`src/rtl/fetch_queue.sv`:
```
// RV32I prefetch queue between a request/response instruction memory and decode.
// Optional perf counters (perf_fetched, perf_squashed) are built when FETCH_PERF_EN is defined.
module fetch_queue #(
  parameter logic [31:0] ENTRYPOINT      = 32'h140,
  parameter int unsigned DEPTH           = 4,
  parameter int unsigned MAX_OUTSTANDING = 4
) (
  input  logic        clk,
  input  logic        rst_n,
  input  logic [31:0] pc_ex_base,
  input  logic [31:0] pc_ex_off,
  input  logic        pc_ex_valid,
  output logic        mem_req_valid,
  input  logic        mem_req_ready,
  output logic [29:0] mem_addr,
  input  logic        mem_rsp_valid,
  input  logic [31:0] mem_rsp_data,
  output logic        de_valid,
  input  logic        de_ready,
  output logic [31:0] insn,
  output logic [31:0] pc_de
`ifdef FETCH_PERF_EN
  ,
  output logic [31:0] perf_fetched,
  output logic [31:0] perf_squashed
`endif
);

  localparam int unsigned PW = $clog2(DEPTH);
  localparam int unsigned CW = $clog2(DEPTH + 1);
  localparam int unsigned OW = $clog2(MAX_OUTSTANDING + 1);
  localparam int unsigned SW = ((CW > OW) ? CW : OW) + 1;

  logic [31:0]   pc_q, pc_d;
  logic [31:0]   rsp_pc_q, rsp_pc_d;
  logic [CW-1:0] count_q, count_d;
  logic [OW-1:0] inflight_q, inflight_d;
  logic [OW-1:0] drop_q, drop_d;
  logic [PW-1:0] head_q, head_d;
  logic [PW-1:0] tail_q, tail_d;

  logic [31:0]   insn_mem_q [DEPTH];
  logic [31:0]   pc_mem_q   [DEPTH];

  logic [31:0]   target;
  logic [OW-1:0] live;
  logic          req_fire;
  logic          rsp_ok;
  logic          rsp_drop;
  logic          push;
  logic          pop;

  assign target = (pc_ex_base + pc_ex_off) & ~32'd3;
  assign live   = inflight_q - drop_q;

  // Credit check: queued plus live outstanding never exceeds the queue, so a push always fits.
  assign mem_req_valid = rst_n && !pc_ex_valid
                      && ((SW'(count_q) + SW'(live)) < SW'(DEPTH))
                      && (inflight_q < OW'(MAX_OUTSTANDING));
  assign mem_addr      = pc_q[31:2];

  assign de_valid = rst_n && (count_q != '0);
  assign insn     = de_valid ? insn_mem_q[head_q] : 32'd0;
  assign pc_de    = de_valid ? pc_mem_q[head_q]   : 32'd0;

  assign req_fire = mem_req_valid && mem_req_ready;
  assign rsp_ok   = mem_rsp_valid && (inflight_q != '0);
  assign rsp_drop = rsp_ok && (pc_ex_valid || (drop_q != '0));
  assign push     = rsp_ok && !rsp_drop;
  assign pop      = de_valid && de_ready && !pc_ex_valid;

  // Next-state: handshake, response and pop net out; a redirect overrides queue state.
  always_comb begin
    pc_d       = pc_q;
    rsp_pc_d   = rsp_pc_q;
    head_d     = head_q;
    tail_d     = tail_q;
    drop_d     = drop_q;
    count_d    = count_q + CW'(push) - CW'(pop);
    inflight_d = inflight_q + OW'(req_fire) - OW'(rsp_ok);

    if (req_fire) begin
      pc_d = pc_q + 32'd4;
    end
    if (push) begin
      rsp_pc_d = rsp_pc_q + 32'd4;
      tail_d   = tail_q + PW'(1);
    end
    if (pop) begin
      head_d = head_q + PW'(1);
    end
    if (rsp_drop && (drop_q != '0)) begin
      drop_d = drop_q - OW'(1);
    end

    if (pc_ex_valid) begin
      pc_d     = target;
      rsp_pc_d = target;
      count_d  = '0;
      head_d   = '0;
      tail_d   = '0;
      drop_d   = inflight_q - OW'(rsp_ok);
    end
  end

  always_ff @(posedge clk) begin
    if (!rst_n) begin
      pc_q       <= ENTRYPOINT;
      rsp_pc_q   <= ENTRYPOINT;
      count_q    <= '0;
      inflight_q <= '0;
      drop_q     <= '0;
      head_q     <= '0;
      tail_q     <= '0;
    end else begin
      pc_q       <= pc_d;
      rsp_pc_q   <= rsp_pc_d;
      count_q    <= count_d;
      inflight_q <= inflight_d;
      drop_q     <= drop_d;
      head_q     <= head_d;
      tail_q     <= tail_d;
    end
  end

  // Payload storage needs no reset; outputs are gated by occupancy.
  always_ff @(posedge clk) begin
    if (push) begin
      insn_mem_q[tail_q] <= mem_rsp_data;
      pc_mem_q[tail_q]   <= rsp_pc_q;
    end
  end

`ifdef FETCH_PERF_EN
  logic [31:0] perf_fetched_q;
  logic [31:0] perf_squashed_q;

  always_ff @(posedge clk) begin
    if (!rst_n) begin
      perf_fetched_q  <= 32'd0;
      perf_squashed_q <= 32'd0;
    end else begin
      perf_fetched_q  <= perf_fetched_q + 32'(pop);
      perf_squashed_q <= perf_squashed_q + (pc_ex_valid ? 32'(count_q) : 32'd0) + 32'(rsp_drop);
    end
  end

  assign perf_fetched  = perf_fetched_q;
  assign perf_squashed = perf_squashed_q;
`endif

  rsp_needs_outstanding: assert property (@(posedge clk) disable iff (!rst_n)
    mem_rsp_valid |-> (inflight_q != '0));

endmodule

```
`config.mk`:
```
export PLATFORM = sky130hd
export DESIGN_NAME = fetch_queue
export DESIGN_NICKNAME = d
export VERILOG_FILES = /design/src/rtl/fetch_queue.sv
export SDC_FILE = /design/constraint.sdc
export NUM_CORES = 1
export LEC_CHECK = 0
export ABC_AREA = 1
export CORE_MARGIN = 10
export CORE_UTILIZATION = 35
export CTS_BUF_LIST = sky130_fd_sc_hd__clkbuf_8
export DETAILED_ROUTE_END_ITERATION = 16
export PLACE_DENSITY = 0.51
export SLEW_MARGIN = 20
export SYNTH_ARGS = -nofsm -noshare
export SYNTH_HDL_FRONTEND = slang
export SYNTH_SLANG_ARGS = --single-unit
```
`constraint.sdc`:
```
create_clock -name clk -period 8.4 [get_ports clk]
set_input_delay 1.68 -clock clk [delete_from_list [all_inputs] [get_ports clk]]
set_output_delay 1.68 -clock clk [all_outputs]
set_load 0.01 [all_outputs]
```
==> results of run 1 <==
Yosys cell counts (all sizes together) (3+ instances only):
cell type	number	area, µm²
nand4	18	128
or2	3	18.8
nand3	85	435
o31ai	3	27.5
o21ai	238	1190
inv	191	719
dfxtp	75	1500
nor3	33	198
nand2	333	1270
o21bai	8	60.1
xnor2	10	87.6
xor2	11	96.3
nand3b	12	90.1
a21oi	170	851
clkbuf	49	185
buf	29	176
o211ai	7	52.6
a31oi	12	75.1
fa	3	60.1
edfxtp	248	7450
ha	47	588
nor2	354	1380
final timing paths:
| path | start | end | slack [ps] | cells past startpoint |
|---|---|---|---|---|
| setup / recovery | rst_n | pc_de[17] | 2820 | 6 |
| hold / removal | head_q[1] | head_q[1] | 470 | 2 |
| setup reg to reg | inflight_q[0] | inflight_q[2] | 4670 | 18 |
| hold reg to reg | head_q[1] | head_q[1] | 470 | 2 |
metal layers:
metal | vias up | wire length [µm]
li1 | 6943 | -
met1 | 6514 | 22200
met2 | 332 | 23900
met3 | 74 | 2790
met4 | 0 | 1210
met5 | - | 0
registers in the layout, indices dropped and copies added (netlist names), named ones only:
name,count
insn_mem_q,128
pc_mem_q,120
pc_q,30
rsp_pc_q,30
count_q,3
drop_q,3
inflight_q,3
head_q,2
tail_q,2
per-stage QoR:
| stage | area [µm²] | utilization [%] | worst slack, ps | power, mW | hold WS (ps) |
|---|---|---|---|---|---|
| 2_1_floorplan | 16700 | - | 3080 | 2.29 | 436 |
| 3_3_place_gp | 19200 | 40.9 | 2970 | 2.54 | 448 |
| 3_5_place_dp | 19200 | 41.0 | 2830 | 2.54 | 453 |
| 4_1_cts | 20200 | 43.1 | 2820 | 3.87 | 473 |
| 5_1_grt | 20200 | 43.1 | 2660 | 4.03 | 497 |
| 6_report | 20200 | 43.1 | 2820 | 3.82 | 474 |
worst max-delay path: cells and delay by family:
| kind | cells | cell delay (ps) |
|---|---|---|
| buffers and inverters | 4 | 1710 |
| AO/OA/AOI/OAI | 2 | 400 |
power groups by stage:
stage	sequential [mW]	clock (mW)	combinational (mW)
2_1_floorplan	1.90	0	0.388
5_1_grt	1.91	1.43	0.691
3_3_place_gp	1.93	0	0.606
6_report	1.90	1.31	0.609
4_1_cts	1.90	1.36	0.616
3_5_place_dp	1.93	0	0.613
cells by family after synthesis:
family / share of synthesized area [%]
xor+xnor: 1.10
buf+inv: 6.47
fa+ha+maj: 3.88
flops: 53.6
other cells: 0.0225
simple gates: 21.2
compound gates: 13.7
cell type report:
cell class              instances  area (µm²)  share of cell area, %
diodes                          1        2.50                 0.0124
flip-flops and latches        323        8950                   44.4
repair buffers                208        2040                   10.1
clock inverters                39         248                   1.23
clock buffers                  54         743                   3.68
well taps                     607         759                   3.76
multi-input cells            1355        6710                   33.3
inverters                     191         719                   3.56
==> impl_metrics.csv, run 1 <==
group,metric,value,unit
worst_setup_path,crit_arrival,3900,ps
finish,area_growth,20.9,%
pwr,power_frac_clock,34.4,%
clock_network,cts_buffers,53,
pwr,power.switching,1.08,mW
timing,rsz0062_at_grt,"false",
yosys,synth_edf_count,248,
clock_network,h-tree-depth,2,
worst_hold_path,hp-class,"reg2reg",
timing,tns,0,ps
floorplanning,fp.dieH,238,µm
global_routing,grt_pass1_wl,77400,µm
worst_setup_path,cp.required,6720,ps
route,vias,13863,
clock_network,ctsHoldBuffers,0,
clock_network,clk_pin_slew,70,ps
global_routing,grtUsageMet2,29.4,%
place,port_buffers,195,
clock_network,tritoncts,"done",
worst_setup_path,worst-setup-path-type,"in2out",
pwr,p_comb_share,15.9,%
global_routing,grt_pass1_vias,13666,
run_status,outcome,"complete, no violations",
global_routing,overflow,0,
flow_run,max_cap_violations,0,
finish,drive_gt1_share,5.90,%
clock_network,ctsRootBufferMaster,"clkbuf_8",
floorplanning,fp.dieW,238,µm
yosys,syn_inst,1946,
yosys,ys_ff_latch,323,
pwr,intPower,2.74,mW
yosys,ys.flop_type,"edfxtp_1",
route,routed_via_density,4.99,
finish,nFillCells,4731,
floorplanning,die_area,56900,µm²
clock_network,clock-sinks,323,
timing,period_minus_slack,5580,ps
route,ant_nets,0,
clock_network,clk_latency,600,ps
clock_network,post-cts-setup-buffers,0,
yosys,yosysUniqueCellTypes,45,
global_routing,track_usage,17.2,%
pwr,p_leak,7.69,nW
route,dr.pass1.iters,4,
place,dpl.hpwl,33900,µm
global_routing,antenna_found_initial,1,
route,drc,0,
worst_setup_path,cp-end-kind,"output pin",
floorplanning,row_count,79,
worst_setup_path,cpPeakStageDelay,570,ps
global_routing,met1_usage,21.5,%
pwr,seqPwrFrac,49.6,%
yosys,async_flop_share,0,%
worst_setup_path,cp-start-kind,"input port",
timing,tightest_slew,1040,ps
pwr,swShare,28.4,%
yosys,seq_area_frac_synth,53.6,%
timing,min_period_over_period,66.4,%
place,place_inst,2684,
worst_setup_path,crit_top_cell,"buf_4",
finish,nets,2284,
clock_network,cts_buffer_depth,3,
clock_network,cts_resized,0,
global_routing,busiest_layer,"met2",
worst_setup_path,crit_fanout,63,
route,drt-wirelength-per-cell,18.0,µm
pwr,powerDensity,189,nW/µm²
global_routing,grt_max_degree,125,
timing,final-hold-violation-count,0,
route,routed_wirelength,50100,µm
timing,finalSetupViolCount,0,
floorplanning,initial_utilization,35.6,%
global_routing,met3_usage,3.49,%
route,drt_iter0_drc,780,
worst_setup_path,cp_cell_sequence,"buf_2 > buf_4 > o31ai_4 > buf_4 > a21oi_1 > clkdlybuf4s50_1",
timing,timing.fmax,179,MHz
yosys,syn_area,16700,µm²
timing,report.final.slew_viol_count,0,
pwr,peakVddDrop,0.110,mV
worst_setup_path,critPathSlowestCell,"clkdlybuf4s50_1",
floorplanning,io_pins,198,
finish,final_cell_mix,"nor2_1, nand2_1, edfxtp_1",
timing,max_slew_margin,30.2,%
finish,layout_commonest_cell,"nor2_1",
floorplanning,core-area,46900,µm²
finish,instances_no_fill,2778,
place,gp_congestion,0.874,
yosys,synth_area_per_cell,8.58,µm²
timing,finClkSkew,16.8,ps
yosys,yosysWarnings,0,
Power figures use the tool's default switching activity.
==> run 2: changes to the inputs <==
PLACE_DENSITY = 0.53   (was 0.51)
clock period = 4.6 ns   (was 8.4 ns; I/O delays follow)
==> run 2 against run 1 <==
Compared with the run above:
- power grew 82%
- wire length fell by 1.4%
- sequential share of layout area fell by 0.36 points
- clock power rose by 82%
- global-route usage fell by 0.092 points
- critical endpoint is now mem_req_valid
==> impl_metrics.csv, run 2 (same netlist as run 1, synthesis figures left out) <==
group,metric,value,unit
run_status,outcome,"complete, no violations",
timing,rsz0062_at_grt,"false",
worst_hold_path,whs_path_depth,2,
timing,timing.fmax,253,MHz
route,drt_iter0_drc,790,
finish,layout_commonest_cell,"nor2_1",
floorplanning,die_area,56900,µm²
pwr,powerDensity,342,nW/µm²
worst_setup_path,cp.required,3680,ps
clock_network,h-tree-depth,2,
worst_hold_path,min_from,"head_q[1]",
finish,largest_reg_flops,128,
finish,drive_gt1_share,6.25,%
worst_setup_path,reg2reg_slack,1040,ps
timing,report.final.slew_viol_count,0,
timing,max_slew_margin,43.0,%
timing,tns,0,ps
route,ant_nets,0,
pwr,p_leak,7.76,nW
worst_setup_path,crit_fanout,3,
finish,regMostFlops,"insn_mem_q",
timing,finalSetupViolCount,0,
clock_network,clk_pin_slew,60,ps
route,routed_wirelength,49400,µm
route,routed_via_density,4.99,
floorplanning,initial_utilization,35.6,%
timing,final-hold-violation-count,0,
pwr,peakVddDrop,0.183,mV
timing,period_minus_slack,3950,ps
clock_network,post-cts-setup-buffers,0,
worst_hold_path,hp-class,"reg2reg",
worst_setup_path,cp-end-kind,"output pin",
clock_network,clock-sinks,323,
clock_network,ctsRootBufferMaster,"clkbuf_8",
clock_network,cts_resized,0,
finish,final_cell_mix,"nor2_1, nand2_1, edfxtp_1",
finish,top_regs,"insn_mem_q x128, pc_mem_q x120",
flow_run,max_cap_violations,0,
route,vias,13903,
global_routing,track_usage,17.1,%
finish,diodes,0,
route,drt-wirelength-per-cell,17.7,µm
place,gp_congestion,0.891,
global_routing,grt_pass1_vias,13790,
floorplanning,row_count,79,
worst_setup_path,r2r_start,"inflight_q[0]",
place,port_buffers,195,
floorplanning,fp.dieW,238,µm
route,dr.pass1.iters,5,
clock_network,cts_buffer_depth,3,
floorplanning,io_pins,198,
worst_setup_path,crit_arrival,3030,ps
timing,finClkSkew,14.1,ps
floorplanning,core-area,46900,µm²
worst_setup_path,worst-setup-path-type,"reg2out",
finish,area_growth,21.8,%
worst_setup_path,cpPeakStageDelay,550,ps
timing,holdWs,462,ps
route,drc,0,
place,dpl.hpwl,34600,µm
timing,min_period_over_period,85.8,%
worst_setup_path,reg2reg_to,"inflight_q[2]",
worst_setup_path,cp-start-kind,"register",
clock_network,cts_buffers,53,
floorplanning,fp.dieH,238,µm
clock_network,clk_latency,590,ps
worst_setup_path,cp_cell_sequence,"inv_1 > ha_1 > inv_1 > fa_1 > xnor2_1 > xor2_1 > ha_1 > nor2_1 > nand2_2 > nor2_4 > clkdlybuf4s50_1",
global_routing,grt_pass1_wl,77400,µm
finish,nets,2291,
clock_network,ctsHoldBuffers,0,
global_routing,antenna_found_initial,0,
global_routing,overflow,0,
worst_setup_path,r2r_cells,18,
timing,tightest_slew,856,ps
global_routing,grt_max_degree,125,
clock_network,tritoncts,"done",
worst_setup_path,critPathSlowestCell,"clkdlybuf4s50_1",
[run 2: layout make-up]
type                            instances  area [µm²]
Clock inverter                         39         251
Sequential cell                       323        8950
Clock buffer                           54         743
Fill cell                            4702       26500
Timing Repair Buffer                  215        2200
Tap cell                              607         759
Multi-Input combinational cell       1355        6710
Inverter                              191         721
[run 2: how the worst max path moves through the flow]
stage | slack [ps] | endpoint | from
3_3_place_gp | 1010 | inflight_q[2] | inflight_q[0]
4_1_cts | 580 | mem_req_valid | inflight_q[0]
6_report | 650 | mem_req_valid | inflight_q[0]
3_5_place_dp | 1020 | inflight_q[2] | inflight_q[0]
5_1_grt | 450 | mem_req_valid | inflight_q[0]
2_1_floorplan | 40 | insn_mem_q[0][0] | mem_rsp_valid
[run 2: layer usage]
metal  global-route usage, %  vias up  wire length [µm]
met5                       0        -                 0
met4                    5.09        0              1080
met3                    3.91       71              3320
met2                    28.6      393             23200
met1                    21.6     6483             21800
li1                        -     6956                 -
[run 2: critical path, delay by kind of cell, from the launching register on]
kind	cells	cell delay [ps]
and+or+nand+nor	3	330
adders and majority gates	3	760
DFF	1	320
buffers and inverters	3	670
xor gates and xnor gates	2	370
[run 2: report_power, final]
part / switching, mW / internal, mW / total (mW)
clock: 1.12 / 1.26 / 2.38
combinational: 0.678 / 0.446 / 1.12
sequential: 0.157 / 3.30 / 3.46
[run 2: metrics by stage]
step	setup WS [ps]	util [%]	instances	power [mW]	instance area, µm²
2_1_floorplan	35.5	-	1947	4.18	16700
3_3_place_gp	1010	41.3	2691	4.64	19400
3_5_place_dp	1020	41.3	2691	4.65	19400
4_1_cts	577	43.4	2784	7.06	20300
5_1_grt	447	43.4	2784	7.37	20300
6_report	653	43.4	2784	6.97	20300
==> run 3: changes to the inputs <==
PLACE_DENSITY = 0.51   (was 0.53)
clock period = 4.3 ns   (was 4.6 ns; I/O delays follow)
==> run 3 against run 2 <==
Compared with the run above:
- first-iteration DRC count is 1.6% higher
- sequential share of layout area is 0.29 points higher
- final cell count is 0.18% lower
- worst hold slack better by 0.73 ps
- clock power is 2% higher
- non-clock buffer count is 4 lower
- power is 5.1% higher
- final area is 0.65% lower
==> impl_metrics.csv, run 3 (same netlist as run 1, synthesis figures left out) <==
group,metric,value,unit
pwr,peakVddDrop,0.163,mV
finish,final_area,20200,µm²
place,place_area,19300,µm²
finish,final_cell_mix,"nor2_1, nand2_1, edfxtp_1",
route,drt-wirelength-per-cell,17.8,µm
timing,finClkSkew,17.1,ps
timing,max_slew_margin,43.8,%
floorplanning,initial_utilization,35.6,%
finish,nets,2286,
timing,report.final.slew_viol_count,0,
timing,timing.fmax,255,MHz
route,drc,0,
timing,rsz0062_at_grt,"false",
worst_hold_path,hp-class,"reg2reg",
timing,period_minus_slack,3930,ps
worst_setup_path,critPathSlowestCell,"clkdlybuf4s50_1",
clock_network,tritoncts,"done",
worst_setup_path,cp-end-kind,"output pin",
floorplanning,core-area,46900,µm²
place,dpl.hpwl,33900,µm
global_routing,antenna_found_initial,1,
floorplanning,fp.dieW,238,µm
clock_network,h-tree-depth,2,
global_routing,grt_pass1_wl,76700,µm
route,routed_via_density,4.96,
clock_network,clk_pin_slew,60,ps
pwr,power.total,7.32,mW
floorplanning,io_pins,198,
flow_run,max_cap_violations,0,
route,drt_iter0_drc,803,
route,routed_wirelength,49400,µm
worst_setup_path,worst-setup-path-type,"reg2out",
finish,layout_commonest_cell,"nor2_1",
worst_setup_path,cp_cell_sequence,"inv_1 > ha_1 > inv_1 > fa_1 > xnor2_1 > xor2_1 > ha_1 > nor2_1 > nand2_2 > nor2_4 > clkdlybuf4s50_1",
global_routing,overflow,0,
timing,holdWs,462,ps
finish,top_regs,"insn_mem_q x128, pc_mem_q x120",
global_routing,grt_max_degree,125,
place,port_buffers,195,
timing,finalSetupViolCount,0,
route,ant_nets,0,
worst_setup_path,cp.required,3440,ps
timing,final-hold-violation-count,0,
worst_hold_path,min_from,"head_q[1]",
clock_network,cts_buffers,52,
floorplanning,row_count,79,
clock_network,ctsRootBufferMaster,"clkbuf_8",
pwr,p_leak,7.72,nW
route,vias,13781,
place,place_ws,656,ps
clock_network,post-cts-setup-buffers,0,
global_routing,track_usage,17.0,%
worst_setup_path,cpPeakStageDelay,550,ps
run_status,outcome,"complete, no violations",
place,gp_congestion,0.899,
clock_network,clk_latency,600,ps
floorplanning,die_area,56900,µm²
timing,tightest_slew,843,ps
pwr,powerDensity,362,nW/µm²
clock_network,cts_buffer_depth,3,
finish,regMostFlops,"insn_mem_q",
clock_network,cts_resized,0,
worst_setup_path,critPathBufInv,3,
finish,drive_gt1_share,5.90,%
clock_network,clock-sinks,323,
floorplanning,fp.dieH,238,µm
finish,area_growth,21.0,%
clock_network,ctsHoldBuffers,0,
global_routing,grt_pass1_vias,13721,
timing,setup_slack,372,ps
finish,largest_reg_flops,128,
worst_setup_path,cp-start-kind,"register",
worst_setup_path,crit_path_start,"inflight_q[0]",
worst_setup_path,crit_arrival,3070,ps
worst_setup_path,crit_family,"adder cells",
timing,min_period_over_period,91.3,%
worst_setup_path,r2r_start,"inflight_q[0]",
route,dr.pass1.iters,5,
worst_setup_path,crit_fanout,3,
[run 3: layout make-up]
cell class | instances | area, µm²
Sequential cell | 323 | 8950
Fill cell | 4717 | 26600
Tap cell | 607 | 759
Inverter | 191 | 719
Multi-Input combinational cell | 1355 | 6710
Antenna cell | 1 | 2.50
Timing Repair Buffer | 211 | 2120
Clock buffer | 55 | 757
Clock inverter | 36 | 185
[run 3: worst min-delay path: cells and delay by family, from the launching register on]
kind	cells	cell delay, ps
AOI/OAI and AO/OA	1	70
buffers and inverters	1	60
DFF	1	290
[run 3: per-stage QoR]
| step | instances | util, % | setup TNS, ps |
|---|---|---|---|
| 2_1_floorplan | 1947 | - | -50720 |
| 3_3_place_gp | 2687 | 41.1 | 0 |
| 3_5_place_dp | 2687 | 41.1 | 0 |
| 4_1_cts | 2778 | 43.1 | 0 |
| 5_1_grt | 2779 | 43.1 | 0 |
| 6_report | 2779 | 43.1 | 0 |
[run 3: path summary, 6_finish.rpt]
| check | to | slack (ps) | depth (start not counted) |
|---|---|---|---|
| worst max-delay path | mem_req_valid | 370 | 11 |
| worst min-delay path | register | 460 | 2 |
| worst max register to register | inflight_q[2] | 700 | 18 |
| worst min register to register | register | 460 | 2 |
[run 3: routing by layer]
layer | global-route usage, % | vias up | part of all wire, %
li1 | - | 6950 | -
met1 | 21.2 | 6417 | 44
met4 | 5.96 | 0 | 2.7
met3 | 3.87 | 81 | 6.0
met5 | 0 | - | 0
met2 | 28.5 | 333 | 47
[run 3: power breakdown]
part           internal [mW]  switching, mW  total (mW)
Clock                   1.24           1.19        2.42
Combinational          0.470          0.724        1.19
Sequential              3.53          0.166        3.70
